$ cat config.mk
export PLATFORM = sky130hd
export DESIGN_NAME = flux_tag_merger_flat
export DESIGN_NICKNAME = d
export VERILOG_FILES = /design/src/rtl/flux_pkg.sv /design/src/rtl/flux_tag_merger_if.sv /design/src/rtl/rr_arbiter.sv /design/src/rtl/flux_tag_merger.sv /design/src/flat_wrapper.sv
export SDC_FILE = /design/constraint.sdc
export NUM_CORES = 1
export LEC_CHECK = 0
export CAP_MARGIN = 20
export CORE_MARGIN = 8
export CORE_UTILIZATION = 40
export CTS_CLUSTER_DIAMETER = 30
export DETAILED_ROUTE_END_ITERATION = 6
export PLACE_DENSITY_LB_ADDON = 0.08
export SLEW_MARGIN = 10
export SYNTH_ARGS = -nofsm -noshare
export SYNTH_HDL_FRONTEND = slang
export SYNTH_SLANG_ARGS = --single-unit
export TNS_END_PERCENT = 1
$ cat constraint.sdc
create_clock -name ck -period 3.4 [get_ports ck]
set_clock_uncertainty 0.05 [all_clocks]
set_input_delay 1.02 -clock ck [delete_from_list [all_inputs] [get_ports ck]]
set_output_delay 1.02 -clock ck [all_outputs]
set_load 0.005 [all_outputs]
$ cat src/rtl/flux_pkg.sv
// Shared definitions for the multi-flux FIFO front end.
// Word layout is {tag, payload}; helpers pack and split it.
package flux_pkg;

    localparam int DEF_FLUX       = 2;
    localparam int DEF_DEPTH      = 8;
    localparam int DEF_DATA_WIDTH = 7;

    function automatic int tag_width(input int flux);
        return (flux > 1) ? $clog2(flux) : 1;
    endfunction

    localparam int DEF_TAG_WIDTH = tag_width(DEF_FLUX);

    typedef struct packed {
        logic [DEF_TAG_WIDTH-1:0]  tag;
        logic [DEF_DATA_WIDTH-1:0] payload;
    } flux_word_t;

    function automatic flux_word_t make_word(
        input logic [DEF_TAG_WIDTH-1:0]  tag,
        input logic [DEF_DATA_WIDTH-1:0] payload
    );
        flux_word_t w;
        w.tag     = tag;
        w.payload = payload;
        return w;
    endfunction

    function automatic logic [DEF_TAG_WIDTH-1:0] word_tag(
        input flux_word_t w
    );
        return w.tag;
    endfunction

    function automatic logic [DEF_DATA_WIDTH-1:0] word_payload(
        input flux_word_t w
    );
        return w.payload;
    endfunction

endpackage

$ cat src/rtl/flux_tag_merger_if.sv
// Stream inputs, FIFO write port and credit snoop bundle.
// slave = merger side, master = stream sources / FIFO side.
interface flux_tag_merger_if
    import flux_pkg::*;
#(
    parameter int FLUX         = DEF_FLUX,
    parameter int DATA_WIDTH   = DEF_DATA_WIDTH,
    parameter int MAX_PER_FLUX = 4
);
    localparam int TAG_WIDTH = tag_width(FLUX);
    localparam int CNT_WIDTH = $clog2(MAX_PER_FLUX + 1);

    logic [FLUX-1:0]                 in_valid;
    logic [FLUX*DATA_WIDTH-1:0]      in_data;
    logic [FLUX-1:0]                 in_ready;
    logic                            fifo_full;
    logic [FLUX-1:0]                 fifo_empty;
    logic [FLUX-1:0]                 fifo_rd;
    logic                            fifo_wr;
    logic [DATA_WIDTH+TAG_WIDTH-1:0] fifo_datain;
    logic [FLUX*CNT_WIDTH-1:0]       credit_cnt;

    modport slave (
        input  in_valid, in_data, fifo_full,
        input  fifo_empty, fifo_rd,
        output in_ready, fifo_wr, fifo_datain,
        output credit_cnt
    );

    modport master (
        output in_valid, in_data, fifo_full,
        output fifo_empty, fifo_rd,
        input  in_ready, fifo_wr, fifo_datain,
        input  credit_cnt
    );

endinterface

$ cat src/rtl/rr_arbiter.sv
// Combinational round-robin arbiter, one-hot grant.
// Search starts at ptr and wraps; the pointer lives in the parent.
module rr_arbiter
    import flux_pkg::*;
#(
    parameter int N = 2,
    localparam int PW = tag_width(N)
) (
    input  logic [N-1:0]  req,
    input  logic [PW-1:0] ptr,
    output logic [N-1:0]  grant
);

    logic          found;
    logic [PW-1:0] idx;

    // Walk from ptr, granting the first requester found.
    always_comb begin
        grant = '0;
        found = 1'b0;
        idx   = ptr;
        for (int o = 0; o < N; o++) begin
            if (!found && req[idx]) begin
                grant[idx] = 1'b1;
                found      = 1'b1;
            end
            idx = (idx == PW'(N - 1)) ? '0 : idx + 1'b1;
        end
    end

endmodule

$ cat src/rtl/flux_tag_merger.sv
// Multi-flux FIFO write front end: per-stream hold registers,
// round-robin tagging merger and per-flux occupancy credits.
module flux_tag_merger
    import flux_pkg::*;
#(
    parameter int DATA_WIDTH   = DEF_DATA_WIDTH,
    parameter int FLUX         = DEF_FLUX,
    parameter int MAX_PER_FLUX = 4,
    parameter int DEPTH        = DEF_DEPTH
) (
    input  logic             ck,
    input  logic             rst,
    flux_tag_merger_if.slave bus
);

    localparam int TAG_WIDTH = tag_width(FLUX);
    localparam int CNT_WIDTH = $clog2(MAX_PER_FLUX + 1);
    localparam logic [CNT_WIDTH-1:0] CNT_MAX =
        CNT_WIDTH'(MAX_PER_FLUX);

    if (FLUX < 2 || MAX_PER_FLUX > DEPTH) begin : g_bad_cfg
        $error("flux_tag_merger: bad FLUX/MAX_PER_FLUX");
    end

    logic                  hold_valid [FLUX];
    logic [DATA_WIDTH-1:0] hold_data  [FLUX];
    logic [CNT_WIDTH-1:0]  cnt        [FLUX];
    logic [TAG_WIDTH-1:0]  rr_ptr;

    logic [FLUX-1:0] elig;
    logic [FLUX-1:0] grant;
    logic [FLUX-1:0] ready;
    logic [FLUX-1:0] accept;
    logic [FLUX-1:0] inc;
    logic [FLUX-1:0] dec;

    logic [TAG_WIDTH-1:0]            gidx;
    logic [TAG_WIDTH+DATA_WIDTH-1:0] datain;

    for (genvar i = 0; i < FLUX; i++) begin : g_flux
        assign elig[i] = hold_valid[i]
                       & (cnt[i] < CNT_MAX)
                       & ~bus.fifo_full;
        assign ready[i]  = rst & (~hold_valid[i] | grant[i]);
        assign accept[i] = bus.in_valid[i] & ready[i];
        assign inc[i]    = grant[i];
        assign dec[i]    = bus.fifo_rd[i] & ~bus.fifo_empty[i];
        assign bus.credit_cnt[i*CNT_WIDTH +: CNT_WIDTH] = cnt[i];

        // Hold register: load on accept, empty when granted alone.
        always_ff @(posedge ck or negedge rst) begin
            if (!rst) begin
                hold_valid[i] <= 1'b0;
                hold_data[i]  <= '0;
            end else if (accept[i]) begin
                hold_valid[i] <= 1'b1;
                hold_data[i]  <=
                    bus.in_data[i*DATA_WIDTH +: DATA_WIDTH];
            end else if (grant[i]) begin
                hold_valid[i] <= 1'b0;
            end
        end

        // Occupancy credit: +1 per write, -1 per real read.
        always_ff @(posedge ck or negedge rst) begin
            if (!rst) begin
                cnt[i] <= '0;
            end else if (inc[i] && !dec[i]) begin
                cnt[i] <= cnt[i] + 1'b1;
            end else if (dec[i] && !inc[i] && cnt[i] != '0) begin
                cnt[i] <= cnt[i] - 1'b1;
            end
        end

        // A read with no outstanding entry breaks the protocol.
        always @(posedge ck) begin
            if (rst) begin
                assert (!(dec[i] && !inc[i] && cnt[i] == '0));
            end
        end
    end

    rr_arbiter #(
        .N     (FLUX)
    ) u_arb (
        .req   (elig),
        .ptr   (rr_ptr),
        .grant (grant)
    );

    // Select the granted hold word and prefix its flux tag.
    always_comb begin
        gidx   = '0;
        datain = '0;
        for (int i = 0; i < FLUX; i++) begin
            if (grant[i]) begin
                gidx   = TAG_WIDTH'(i);
                datain = {TAG_WIDTH'(i), hold_data[i]};
            end
        end
    end

    // Round-robin pointer moves past the flux just served.
    always_ff @(posedge ck or negedge rst) begin
        if (!rst) begin
            rr_ptr <= '0;
        end else if (|grant) begin
            rr_ptr <= (gidx == TAG_WIDTH'(FLUX - 1))
                    ? '0 : gidx + 1'b1;
        end
    end

    assign bus.in_ready    = ready;
    assign bus.fifo_wr     = |grant;
    assign bus.fifo_datain = datain;

endmodule

$ cat src/flat_wrapper.sv
// flat-port wrapper written by rule: the top's interface ports become plain ports
module flux_tag_merger_flat import flux_pkg::*;
#(
    parameter int DATA_WIDTH   = DEF_DATA_WIDTH,
    parameter int FLUX         = DEF_FLUX,
    parameter int MAX_PER_FLUX = 4,
    parameter int DEPTH        = DEF_DEPTH
)
  (ck, rst, bus_in_valid, bus_in_data, bus_fifo_full, bus_fifo_empty, bus_fifo_rd, bus_in_ready, bus_fifo_wr, bus_fifo_datain, bus_credit_cnt);
  flux_tag_merger_if #(.FLUX(FLUX), .DATA_WIDTH(DATA_WIDTH), .MAX_PER_FLUX(MAX_PER_FLUX)) bus_i ();
  input  logic ck;
  input  logic rst;
  input wire logic [$bits(bus_i.in_valid)-1:0] bus_in_valid;
  input wire logic [$bits(bus_i.in_data)-1:0] bus_in_data;
  input wire logic [$bits(bus_i.fifo_full)-1:0] bus_fifo_full;
  input wire logic [$bits(bus_i.fifo_empty)-1:0] bus_fifo_empty;
  input wire logic [$bits(bus_i.fifo_rd)-1:0] bus_fifo_rd;
  output wire logic [$bits(bus_i.in_ready)-1:0] bus_in_ready;
  output wire logic [$bits(bus_i.fifo_wr)-1:0] bus_fifo_wr;
  output wire logic [$bits(bus_i.fifo_datain)-1:0] bus_fifo_datain;
  output wire logic [$bits(bus_i.credit_cnt)-1:0] bus_credit_cnt;
  assign bus_i.in_valid = bus_in_valid;
  assign bus_i.in_data = bus_in_data;
  assign bus_i.fifo_full = bus_fifo_full;
  assign bus_i.fifo_empty = bus_fifo_empty;
  assign bus_i.fifo_rd = bus_fifo_rd;
  assign bus_in_ready = bus_i.in_ready;
  assign bus_fifo_wr = bus_i.fifo_wr;
  assign bus_fifo_datain = bus_i.fifo_datain;
  assign bus_credit_cnt = bus_i.credit_cnt;
  flux_tag_merger #(.DATA_WIDTH(DATA_WIDTH), .FLUX(FLUX), .MAX_PER_FLUX(MAX_PER_FLUX), .DEPTH(DEPTH)) u_core (.ck(ck), .rst(rst), .bus(bus_i));
endmodule
==> results_dict.tcl, run 1 <==
set metrics [dict create \
    floorplan.core_area_um2 3080 \
    fp-row-count 20 \
    worst_ep_arrival_time_ns 2.31 \
    synth_flop_cell "sky130_fd_sc_hd__dfrtp_1" \
    detailedRoute.firstPassIterationCount 4 \
    use_met3_pct 3.43 \
    avgRoutedWirePerCell_um 14.6 \
    detailroute.via_count 1020 \
    ys_top_cells_by_count "23 x sky130_fd_sc_hd__dfrtp_1, 11 x sky130_fd_sc_hd__nor2_1, 10 x sky130_fd_sc_hd__nand2_1" \
    remaining_drc_errors 0 \
    netlist_top_cells_area "sky130_fd_sc_hd__dfrtp_1 44%, sky130_fd_sc_hd__mux2_4 8.0%, sky130_fd_sc_hd__mux2_1 6.0%" \
    initial_drt_markers 46 \
    boundaryPins 40 \
    num-nets-final 189 \
    rsz_0062_raised_after_global_routing "true" \
    pre_cts_slack_ns -0.365 \
    grt-busiest-layer "met2" \
    worst_pin_slew_ns 0.494 \
    fp.dieArea_um2 5360 \
    utilization_pct 60.5 \
    crit_fanout 5 \
    worst-setup-path-type "in -> out" \
    postCtsHoldBufs 0 \
    fin_tns_setup_ns 0 \
    grt_first_pass_wirelength_um 5210 \
    synth-warning-count 0 \
    floorplan.initialDensity_pct 42.5 \
    clk_path_buf_depth 2 \
    cp-start-kind "primary input" \
    synth.avg_cell_area_um2 11.8 \
    place.port_buffers 39 \
    finalInstanceArea_um2 1860 \
    max_slew_margin_pct 67.1 \
    cts-buffers-inserted 3 \
    syn_area_um2 1310 \
    post-synth-top-area-fraction_pct 44.0 \
    grt_usage_pct 12.2 \
    finalPower_mw 1.40 \
    post_synth_num_cell_types 35 \
    hold_viol_final 0 \
    crit_path_max_incr_delay_ns 0.49 \
    avgViaCountPerCell 4.93 \
    grt.overflow.total 0 \
    gr_layer_usage_met1_pct 15.4 \
    n_antenna_cell 0 \
    ys_async_sr_fraction_pct 100 \
    worst_ir_drop_vdd_v 0.000287 \
    clkSlewWorstSetupHoldPaths_ns 0.12 \
    antenna_found_initial 0 \
    route.final.wire_length_um 3020 \
    synth_sequential_area_ratio_pct 44.0 \
    power_density_nw_per_um2 754 \
    final_min_period_over_clock_period_pct 99.4 \
    worst_skew_pair.late_latency_ns 0.31 \
    status "completed" \
    synth_cells 111 \
    place.detailed.hpwl_um 2390 \
    minimum_period_implied_by_the_final_worst_setup_slack_ns 3.38 \
    max_cap_violations 0 \
    slowest_stage "sky130_fd_sc_hd__clkdlybuf4s50_1" \
    critical_path.endpoint_type "primary output" \
    setup_viol_count_final 0 \
    grt.met2_usage_pct 19.5 \
    cts_root_buf "sky130_fd_sc_hd__clkbuf_4" \
    postPlaceCellArea_um2 1820 \
    crit_path_cell_trace "clkdlybuf4s15_2, buf_4, o31ai_4, and2_1, clkdlybuf4s50_1" \
    yosys_register_bits 23 \
    timing_max_transition_violations_final 0 \
    achievable-frequency_ghz 0.296 \
    synthMostInstantiatedCell "sky130_fd_sc_hd__dfrtp_1" \
    postLayoutSetupSlackWorst_ns 0.0213 \
    htreeDepth 1 \
    p_leak_nw 0.778 \
    synth.net_count 136 \
    hold_path.class "reg -> reg" \
    die_w_um 73.2 \
    layout-area-overhead-vs-synth_pct 42.3 \
    floorplan.die.height_um 73.2 \
    post-cts-setup-buffer-count 0 \
    antenna_violating_nets_post_route 0 \
    synth-edff-count 0 \
    grt_start_max_net_pins 21 \
    drive_above_1_share_pct 23.9 \
    place_congestion 0.734 \
    n_fill_cell 278 \
    clock_sinks 23 \
    tritoncts "built" \
    yosysTopAreaCell "sky130_fd_sc_hd__dfrtp_1" \
    first_global_vias 1101 \
    critPathRequiredTime_ns 2.33 \
]
worst paths after layout:
path,start,to,slack (ns),depth (start not counted)
min in group asynchronous,rst,u_core.bus.credit_cnt[5],1.01,2
setup / recovery,bus_fifo_full,bus_in_ready[0],0.02,5
hold reg to reg,u_core.hold_data[2],u_core.hold_data[2],0.45,1
setup reg to reg,u_core.bus.credit_cnt[5],u_core.bus.credit_cnt[2],0.76,8
hold / removal,u_core.hold_data[2],u_core.hold_data[2],0.45,1
max in group asynchronous,rst,u_core.bus.credit_cnt[1],1.99,2
through the flow:
step / hold slack [ns] / instances
2_1_floorplan: 0.409 / 111
3_3_place_gp: 0.417 / 203
3_5_place_dp: 0.425 / 203
4_1_cts: 0.456 / 207
5_1_grt: 0.466 / 207
6_report: 0.453 / 207
power by group:
part	internal (mW)	switching [mW]	leakage, nW
Combinational	0.463	0.265	0.493
Sequential	0.409	0.139	0.267
Clock	0.0439	0.0826	0.0177
placed cells by master (no fill, tap or decap), types with 2 or more instances in the layout:
cell type and n:
sky130_fd_sc_hd__o21ba_2 3, sky130_fd_sc_hd__nand2_1 10, sky130_fd_sc_hd__xnor2_1 2, sky130_fd_sc_hd__buf_4 16, sky130_fd_sc_hd__fa_1 2, sky130_fd_sc_hd__dfrtp_1 23
sky130_fd_sc_hd__mux2_2 2, sky130_fd_sc_hd__a22o_1 7, sky130_fd_sc_hd__mux2_1 7, sky130_fd_sc_hd__inv_1 2, sky130_fd_sc_hd__clkdlybuf4s50_1 37, sky130_fd_sc_hd__o31ai_4 2
sky130_fd_sc_hd__o21ai_0 3, sky130_fd_sc_hd__nor2_1 11, sky130_fd_sc_hd__mux2_4 7, sky130_fd_sc_hd__nand2b_1 4, sky130_fd_sc_hd__mux2i_1 2, sky130_fd_sc_hd__clkbuf_4 3
sky130_fd_sc_hd__and2_1 2, sky130_fd_sc_hd__o31ai_1 2, sky130_fd_sc_hd__nor3_4 2
timing repair:
action,4_1_cts,5_1_grt
setup endpoints to repair,11,6
pin swaps,2,1
resized for setup,5,1
endpoints found under the hold margin,0,0
critical path, delay by kind of cell:
kind,cells,cell delay (ns)
AND/OR/NAND/NOR,1,0.15
AO/OA/AOI/OAI,1,0.23
buffers and inverters,3,0.90
kinds of logic after synthesis:
family                   Yosys count  share of synthesized area [%]
AO/OA/AOI/OAI                     21                           14.1
XOR/XNOR                           2                           1.34
adder cells (fa/ha/maj)            2                           3.06
buffers and inverters              9                           4.78
flip-flops                        23                           44.0
multiplexers                      18                           17.3
AND/OR/NAND/NOR                   36                           15.4
flip-flops by register name, indices dropped and copies added, names as in the netlist:
name and count:
u_core.rr_ptr 1, u_core.bus.credit_cnt 6, u_core.hold_data 14, u_core.hold_valid 2
per-layer routing:
layer | share of wire (%) | wire [µm] | vias to the layer above
li1 | - | - | 497
met1 | 44 | 1320 | 499
met2 | 49 | 1480 | 22
met3 | 6.4 | 194 | 2
met4 | 0.76 | 23 | 0
met5 | 0 | 0 | -
cell type report:
type                            instances  area, µm²  share of cell area (%)
Inverter                                2       7.51                   0.403
Sequential cell                        23        576                    30.9
Multi-Input combinational cell         79        686                    36.8
Tap cell                               44       55.1                    2.96
Timing Repair Buffer                   55        510                    27.4
Clock inverter                          1       5.00                   0.269
Clock buffer                            3       22.5                    1.21
No activity file was read; power rests on OpenSTA's default activity.
==> inputs of run 2 (changes only) <==
--- a/config.mk
+++ b/config.mk
@@ -10,6 +10,7 @@
 export CORE_UTILIZATION = 40
 export CTS_CLUSTER_DIAMETER = 30
 export DETAILED_ROUTE_END_ITERATION = 6
+export GPL_ROUTABILITY_DRIVEN = 0
 export PLACE_DENSITY_LB_ADDON = 0.08
 export SLEW_MARGIN = 10
 export SYNTH_ARGS = -nofsm -noshare
==> results of run 2 <==
Same layout as run 1: the final DEF is identical, and so are final timing and power.
==> inputs of run 3 (changes only) <==
--- a/config.mk
+++ b/config.mk
@@ -7,7 +7,7 @@
 export LEC_CHECK = 0
 export CAP_MARGIN = 20
 export CORE_MARGIN = 8
-export CORE_UTILIZATION = 40
+export CORE_UTILIZATION = 46
 export CTS_CLUSTER_DIAMETER = 30
 export DETAILED_ROUTE_END_ITERATION = 6
 export GPL_ROUTABILITY_DRIVEN = 0
==> run 3 against run 2 <==
Flip-flop and latch count is the same. Fmax about the same. First-iteration DRC count grew 22%. Global-route usage about the same. Non-clock buffer count unchanged. Register-to-register slack got worse by 0.03 ns. Largest power group unchanged. Largest cell class unchanged. Via count is 1.7% higher. Clock-buffer cell count unchanged. Hold slack better by 0.0024 ns.
==> results_dict.tcl, run 3 (synthesis gave the netlist of run 1 again) <==
set metrics [dict create \
    status "completed" \
    worst_skew_pair.late_latency_ns 0.31 \
    place.detailed.hpwl_um 2380 \
    layout.cells.most_common "sky130_fd_sc_hd__clkdlybuf4s50_1" \
    utilization_pct 67.9 \
    cts-buffers-inserted 3 \
    avgViaCountPerCell 5.35 \
    floorplan.die.height_um 69.3 \
    drive_above_1_share_pct 23.9 \
    detailedRoute.firstPassIterationCount 4 \
    n_antenna_cell 0 \
    crit_fanout 4 \
    first_global_vias 1139 \
    rsz_0062_raised_after_global_routing "true" \
    initial_drt_markers 56 \
    top_register "u_core.hold_data" \
    die_w_um 69.3 \
    minimum_period_implied_by_the_final_worst_setup_slack_ns 3.38 \
    boundaryPins 40 \
    num-nets-final 189 \
    power_density_nw_per_um2 769 \
    grt_usage_pct 12.3 \
    postCtsHoldBufs 0 \
    finalPower_mw 1.43 \
    tritoncts "built" \
    hold_viol_final 0 \
    antenna_found_initial 0 \
    hold_path.class "reg -> reg" \
    clock_sinks 23 \
    fp.dieArea_um2 4810 \
    p_leak_nw 0.791 \
    avgRoutedWirePerCell_um 15.2 \
    critPathRequiredTime_ns 2.33 \
    regToRegSetupSlack_ns 0.73 \
    achievable-frequency_ghz 0.296 \
    max_cap_violations 0 \
    setup_viol_count_final 0 \
    worst-setup-path-type "in -> out" \
    cp-start-kind "primary input" \
    crit_path_max_incr_delay_ns 0.49 \
    worst_pin_slew_ns 0.469 \
    pre_cts_slack_ns -0.341 \
    worst_ir_drop_vdd_v 0.000473 \
    antenna_violating_nets_post_route 0 \
    detailroute.via_count 1037 \
    route.final.wire_length_um 2940 \
    postLayoutSetupSlackWorst_ns 0.0206 \
    layout-area-overhead-vs-synth_pct 41.8 \
    clkSlewWorstSetupHoldPaths_ns 0.12 \
    fp-row-count 19 \
    grt_first_pass_wirelength_um 4950 \
    cts_root_buf "sky130_fd_sc_hd__clkbuf_4" \
    max_slew_margin_pct 68.7 \
    slowest_stage "sky130_fd_sc_hd__clkdlybuf4s50_1" \
    final_min_period_over_clock_period_pct 99.4 \
    worst_ep_arrival_time_ns 2.31 \
    final_cell_mix "37 x sky130_fd_sc_hd__clkdlybuf4s50_1, 23 x sky130_fd_sc_hd__dfrtp_1, 15 x sky130_fd_sc_hd__buf_4, 11 x sky130_fd_sc_hd__nor2_1, 10 x sky130_fd_sc_hd__nand2_1" \
    largest_reg_flops 14 \
    clk_path_buf_depth 2 \
    crit_path_cell_trace "clkdlybuf4s15_2, buf_4, o31ai_4, and2_1, clkdlybuf4s50_1" \
    htreeDepth 1 \
    remaining_drc_errors 0 \
    floorplan.core_area_um2 2730 \
    place.port_buffers 39 \
    critical_path.endpoint_type "primary output" \
    timing_max_transition_violations_final 0 \
    grt_start_max_net_pins 26 \
    floorplan.initialDensity_pct 47.9 \
    grt.overflow.total 0 \
]
## run 3: cell count changes in the layout (fill, tap and decap cells not counted)
cell / previous run / this run
sky130_fd_sc_hd__buf_12: 0 / 1
sky130_fd_sc_hd__buf_4: 16 / 15
sky130_fd_sc_hd__dlygate4sd2_1: 1 / 0
sky130_fd_sc_hd__dlymetal6s2s_1: 0 / 1
sky130_fd_sc_hd__nor3_2: 0 / 1
sky130_fd_sc_hd__nor3_4: 2 / 1
## run 3: area by class of cell
| cell class | count | area, µm² |
|---|---|---|
| fill | 223 | 878 |
| multi-input combinational | 79 | 679 |
| sequential | 23 | 576 |
| timing repair buffer | 55 | 527 |
| tap | 31 | 38.8 |
| clock buffer | 3 | 22.5 |
| inverter | 2 | 7.51 |
| clock inverter | 1 | 5.00 |
## run 3: power by group
group,internal (mW),switching [mW]
clock,0.0439,0.0809
combinational,0.482,0.274
sequential,0.410,0.137
## run 3: routing by layer
layer  vias up  global-route usage [%]  routed length, µm
met1       513                    13.7               1290
li1        494                       -                  -
met3         4                    3.29                143
met5         -                       0                  0
met4         0                    4.78                 38
met2        26                    21.4               1470
## run 3: through the flow
step	std cells	area (µm²)	hold WS [ns]	setup TNS (ns)
after floorplan	111	1310	0.409	0
after global placement	190	1820	0.419	-2.65
after detailed placement	190	1820	0.430	-3.01
after CTS	194	1850	0.459	0
after global routing	194	1860	0.471	-0.0260
final	194	1860	0.455	0
## run 3: worst paths after layout
check | startpoint | endpoint | cells after the start
setup / recovery | bus_fifo_full | bus_in_ready[1] | 5
hold / removal | u_core.hold_data[0] | u_core.hold_data[0] | 1
setup reg to reg | u_core.bus.credit_cnt[5] | u_core.bus.credit_cnt[2] | 8
hold reg to reg | u_core.hold_data[0] | u_core.hold_data[0] | 1
max in group asynchronous | rst | u_core.hold_valid[1] | 2
min in group asynchronous | rst | u_core.hold_data[13] | 2
## run 3: critical path: cells and delay by family
kind / cells / cell delay (ns)
AOI/OAI and AO/OA: 1 / 0.24
buffers and inverters: 3 / 0.89
and+or+nand+nor: 1 / 0.15
## run 3: what timing repair did
item,4_1_cts,5_1_grt
resized for setup,4,1
pin swaps,1,1
setup buffers,0,0
setup endpoints to repair,11,8
hold endpoints to repair,0,0
==> RTL edit 1 (config.mk and constraints of run 3) <==
Change the package constant `DEF_FLUX` from 2 to 4.
--- a/src/rtl/flux_pkg.sv
+++ b/src/rtl/flux_pkg.sv
@@ -3,5 +3,5 @@
 package flux_pkg;
 
-    localparam int DEF_FLUX       = 2;
+    localparam int DEF_FLUX       = 4;
     localparam int DEF_DEPTH      = 8;
     localparam int DEF_DATA_WIDTH = 7;
Ports: changed (7 resized); port bits go from 40 to 69. The function was not compared with the original's and may differ.
==> RTL edit 1 against run 3 <==
Die area grew 94%. Critical path depth grew 6. Worst hold slack lost 0.0081 ns. Critical path type is now flip-flop to output pin. Wire length grew to 3.1 times the old value. Critical endpoint is now bus_fifo_datain[6]. Register-to-register slack lost 1.1 ns. The run now ends with setup timing left. Power grew to 4.0 times the old value. Final area grew 140%. Area after synthesis grew 130%. Sequential cell count grew 23. Highest routed layer unchanged. Non-clock buffer count grew 79. Setup slack lost 0.64 ns.
==> RTL edit 1: results (changes against run 3) <==
largest net degree at the start of global routing -> 32 (was 26)
H-tree Lvls -> 2 (was 1)
final setup margin -> -0.620 ns (was 0.0206 ns)
syn nets -> 345 (was 136)
first-pass GRT wire length -> 14,700 um (was 4950 um)
status -> finished, violations left (was finished, final reports clean)
register area share after synthesis -> 38.6% (was 44.0%)
Critical Path Fanout Max -> 5 (was 4)
Setup Viol. Count Final -> 21 (was 0)
Port Buffers -> 68 (was 39)
routed length on met3 -> 376 um (was 143 um)
critical register-to-register path startpoint -> u_core.rr_ptr[0] (was u_core.bus.credit_cnt[5])
Final #Nets -> 472 (was 189)
FF-to-FF End -> u_core.bus.credit_cnt[7] (was u_core.bus.credit_cnt[2])
Total GRT Usage -> 20.3% (was 12.3%)
final non-filler cell total -> 496 (was 194)
max reg flops -> 28 (was 14)
Reg2Reg Depth -> 17 (was 8)
flop-to-flop setup slack -> -0.39 ns (was 0.73 ns)
grt met1 use -> 24.6% (was 13.7%)
met3 Usage GRT -> 3.79% (was 3.29%)
Max IR drop VDD -> 0.597 mV (was 0.473 mV)
WL met1 -> 3750 um (was 1290 um)
GRT met2 Usage -> 34.9% (was 21.4%)
share of layout cells above drive strength 1 -> 38.2% (was 23.9%)
CP Class -> flip-flop to output pin (was primary input to output pin)
Critical Path AT -> 2.95 ns (was 2.31 ns)
WHS Endpoint -> u_core.hold_data[12] (was u_core.hold_data[0])
P_leak -> 1.92 nW (was 0.791 nW)
DRT iter0 DRCs -> 144 (was 56)
Reg clk slew, reported paths -> 0.09 ns (was 0.12 ns)
WL per Instance -> 18.4 um (was 15.2 um)
DP HPWL -> 6450 um (was 2380 um)
CTS Buf Count -> 5 (was 3)
met2 wire length -> 4730 um (was 1470 um)
vias in the first global route -> 2,969 (was 1,139)
failing checks -> setup timing
## RTL edit 1: cell types whose count changed in the layout (fill, tap and decap cells not counted), moves of 7 or more
cell	run 3	this run
buf_4	15	51
dfrtp_1	23	46
nand2_1	10	27
mux2_2	2	18
clkdlybuf4s50_1	37	52
buf_2	0	14
a21oi_1	1	14
buf_6	0	11
nand3_1	0	10
a22o_1	7	0
a31oi_1	0	7
nand4_1	0	7
nor2b_1	1	8
## RTL edit 1: how the worst max path moves through the flow
stage	startpoint	to	slack [ns]
final	u_core.rr_ptr[0]	bus_fifo_datain[6]	-0.62
after global routing	u_core.rr_ptr[0]	bus_fifo_datain[4]	-0.72
after CTS	u_core.rr_ptr[0]	bus_fifo_datain[1]	-0.58
after detailed placement	bus_fifo_full	bus_fifo_datain[5]	-1.00
after global placement	bus_fifo_full	bus_fifo_datain[3]	-0.94
after floorplan	u_core.rr_ptr[0]	bus_fifo_datain[5]	-0.15
## RTL edit 1: critical path, cell delays in order, from the launching register on
cell and delay, ns:
dfrtp_1 0.42, inv_2 0.08, ha_4 0.29, mux4_2 0.54, nor3b_4 0.27, buf_6 0.14, nand3_4 0.09, a31oi_4 0.18
buf_6 0.15, a21oi_1 0.07, a31oi_1 0.25, buf_2 0.16
## RTL edit 1: area by class of cell
| cell class | count | area, sq um |
|---|---|---|
| tap | 77 | 96.3 |
| inverter | 5 | 18.8 |
| clock buffer | 6 | 72.6 |
| sequential | 46 | 1150 |
| multi-input combinational | 226 | 1960 |
| clock inverter | 2 | 37.5 |
| timing repair buffer | 134 | 1210 |
| fill | 477 | 1770 |
## RTL edit 1: cell families (layout without fill, tap and decap cells)
family | after synthesis | count (layout) | share of synthesized area (%)
adders and majority gates | 11 | 11 | 5.62
and+or+nand+nor | 106 | 106 | 18.1
AOI/OAI and AO/OA | 64 | 65 | 16.3
DFF | 46 | 46 | 38.6
muxes | 43 | 43 | 17.9
buffers and inverters | 20 | 147 | 3.14
xor gates and xnor gates | 1 | 1 | 0.293
## RTL edit 1: through the flow
step	setup TNS, ns	setup slack (ns)	utilization, %	area [sq um]	total power (W)
final	-8.05	-0.620	71.9	4540	0.00570
after detailed placement	-16.77	-1.00	65.4	4130	0.00464
after floorplan	-1.63	-0.149	-	3050	0.00302
after global routing	-11.02	-0.716	71.9	4540	0.00609
after CTS	-7.52	-0.577	71.0	4480	0.00552
after global placement	-15.75	-0.944	65.4	4130	0.00455
## RTL edit 1: repair_timing
action                     CTS  global route
setup buffers               14             3
pin swaps                   24            15
setup endpoints to repair   21            21
gates resized for setup     97            10
gates cloned                 1             0
hold buffers                 0             0
## RTL edit 1: power breakdown
part           internal [W]  total, W  switching [W]
clock network      0.000220  0.000413       0.000194
logic               0.00227   0.00420        0.00193
registers          0.000832   0.00108       0.000249
==> RTL edit 2 (config.mk and constraints of run 3) <==
Made on the original files. Make the reset (`rst`) synchronous in 3 clocked blocks.
--- a/src/rtl/flux_tag_merger.sv
+++ b/src/rtl/flux_tag_merger.sv
@@ -49,5 +49,5 @@
 
         // Hold register: load on accept, empty when granted alone.
-        always_ff @(posedge ck or negedge rst) begin
+        always_ff @(posedge ck) begin
             if (!rst) begin
                 hold_valid[i] <= 1'b0;
@@ -63,5 +63,5 @@
 
         // Occupancy credit: +1 per write, -1 per real read.
-        always_ff @(posedge ck or negedge rst) begin
+        always_ff @(posedge ck) begin
             if (!rst) begin
                 cnt[i] <= '0;
@@ -102,5 +102,5 @@
 
     // Round-robin pointer moves past the flux just served.
-    always_ff @(posedge ck or negedge rst) begin
+    always_ff @(posedge ck) begin
         if (!rst) begin
             rr_ptr <= '0;
Behaviour: differs if rst is asserted again (counterexample within 4 cycles, from zero or initial values and one cycle with rst low); with rst held inactive, the same outputs for 10 cycles.
==> RTL edit 2 against run 3 <==
Critical path depth up 1. Global-route usage up 0.80 points. Non-clock buffer count fell by 2. Highest routed layer unchanged. Count of clock-buffer cells in the layout stayed put. Setup slack gained 0.023 ns. Sequential cell count unchanged. Final area is 2.5% lower. Area after synthesis fell by 2.6%. Wire length fell by 1.1%.
Power is not compared: it rests on default switching activity, and its combinational part moved more than twofold at a synthesized area within 25%.
==> RTL edit 2: results (changes against run 3) <==
share of layout cells above drive strength 1 -> 17.4% (was 23.9%)
vias post-DR -> 1,045 (was 1,037)
first-pass GRT wire length -> 4740 um (was 4950 um)
Critical Path Fanout Max -> 7 (was 4)
Post-synth EDFFs -> 21 (was 0)
Netlist cell types -> 39 (was 35)
Synth area leaders -> edfxtp_1 49%, nor3b_1 9.4%, a22o_1 4.8%, dfxtp_1 3.1%, ha_1 2.9% (was dfrtp_1 44%, mux2_4 8.0%, mux2_1 6.0%, a22o_1 4.7%, nor2_1 3.2%)
top flop regs -> u_core.hold_data x14, u_core.cnt x6, u_core.hold_valid x2
DP HPWL -> 2310 um (was 2380 um)
Total GRT Usage -> 13.1% (was 12.3%)
fill cell count -> 221 (was 223)
Critical Path Slowest Stage Cell -> or3b_4 (was clkdlybuf4s50_1)
syn nets -> 136 (unchanged)
CP top delay family -> buffers and inverters (unchanged)
clock root cell -> clkbuf_4 (unchanged)
register area share after synthesis -> 52.6% (was 44.0%)
Clock Latency Late Sink -> 0.31 ns (about the same)
largest net degree at the start of global routing -> 14 (was 26)
vias in the first global route -> 1,028 (was 1,139)
WL per Instance -> 15.2 um (about the same)
Crit path largest cell delay -> 0.40 ns (was 0.49 ns)
status -> finished, final reports clean (unchanged)
Pins Over Slew Limit -> 0 (unchanged)
DRT iter0 DRCs -> 29 (was 56)
Synth Area per Inst -> 11.7 sq um (was 11.8 sq um)
Critical Path AT -> 2.29 ns (was 2.31 ns)
asr flop ratio synth -> 0% (was 100%)
Slew HR -> 81.9% (was 68.7%)
Max IR drop VDD -> 0.247 mV
Port Buffers -> 39 (unchanged)
most common library cells after synthesis -> 21 x edfxtp_1, 16 x nor3b_1, 7 x a22o_1, 6 x inv_1, 6 x nor2_1 (was 23 x dfrtp_1, 11 x nor2_1, 10 x nand2_1)
1st-pass router iterations -> 4 (unchanged)
post-route cell area -> 1810 sq um (was 1860 sq um)
vias per cell -> 5.44 (was 5.35)
==> RTL edit 2: final cells by class <==
type,instances,area share [%]
Clock buffer,3,1.24
Multi-Input combinational cell,73,30.5
Sequential cell,23,37.1
Clock inverter,1,0.277
Inverter,8,1.80
Tap cell,31,2.14
Timing Repair Buffer,53,27.0
==> RTL edit 2: worst paths after layout <==
kind | cells past startpoint | start | slack (ns) | end
max | 6 | bus_fifo_full | 0.04 | bus_fifo_datain[2]
min | 2 | u_core.rr_ptr | 0.57 | u_core.rr_ptr
max reg2reg | 7 | u_core.hold_valid[0] | 0.91 | u_core.cnt[1][2]
min reg2reg | 2 | u_core.rr_ptr | 0.57 | u_core.rr_ptr
==> RTL edit 2: per-layer routing <==
| metal | wire (um) | vias to the layer above | GRT usage [%] |
|---|---|---|---|
| met3 | 245 | 2 | 4.20 |
| li1 | - | 515 | - |
| met4 | 21 | 0 | 3.84 |
| met1 | 1290 | 494 | 16.4 |
| met5 | 0 | - | 0 |
| met2 | 1360 | 34 | 20.9 |
==> RTL edit 2: logic make-up after synthesis <==
group | Yosys count | share of synthesized area [%]
AOI/OAI and AO/OA | 23 | 14.4
adders and majority gates | 4 | 4.51
buffers and inverters | 13 | 4.71
xor gates and xnor gates | 1 | 0.687
DFF | 23 | 52.6
and+or+nand+nor | 43 | 21.4
muxes | 2 | 1.67
==> RTL edit 2: tightest hold or removal path: stages (launching register included) <==
cell and delay [ns]:
dfxtp_1 0.40, mux2_2 0.17, nor2_1 0.03
==> RTL edit 2: stage by stage <==
step	total power (W)	setup WS [ns]	hold WS, ns	setup TNS [ns]
global route	0.000670	-0.000622	0.587	-0.000622
floorplan	0.000432	0.442	0.509	0
finish	0.000638	0.0432	0.573	0
CTS	0.000639	-0.00877	0.570	-0.00877
detailed placement	0.000521	-0.453	0.552	-3.90
global placement	0.000515	-0.422	0.538	-3.74
==> RTL edit 2: power breakdown <==
group          internal, W  switching, W  leakage, nW
clock            0.0000439     0.0000840       0.0177
combinational    0.0000910     0.0000657        0.434
sequential        0.000337     0.0000164        0.243
==> RTL edit 2: timing repair <==
action | CTS | global route
gates resized for setup | 12 | 9
endpoints found under the hold margin | 0 | 0
pin swaps | 0 | 1
buffers inserted | 0 | 0
endpoints found under the setup margin | 10 | 7
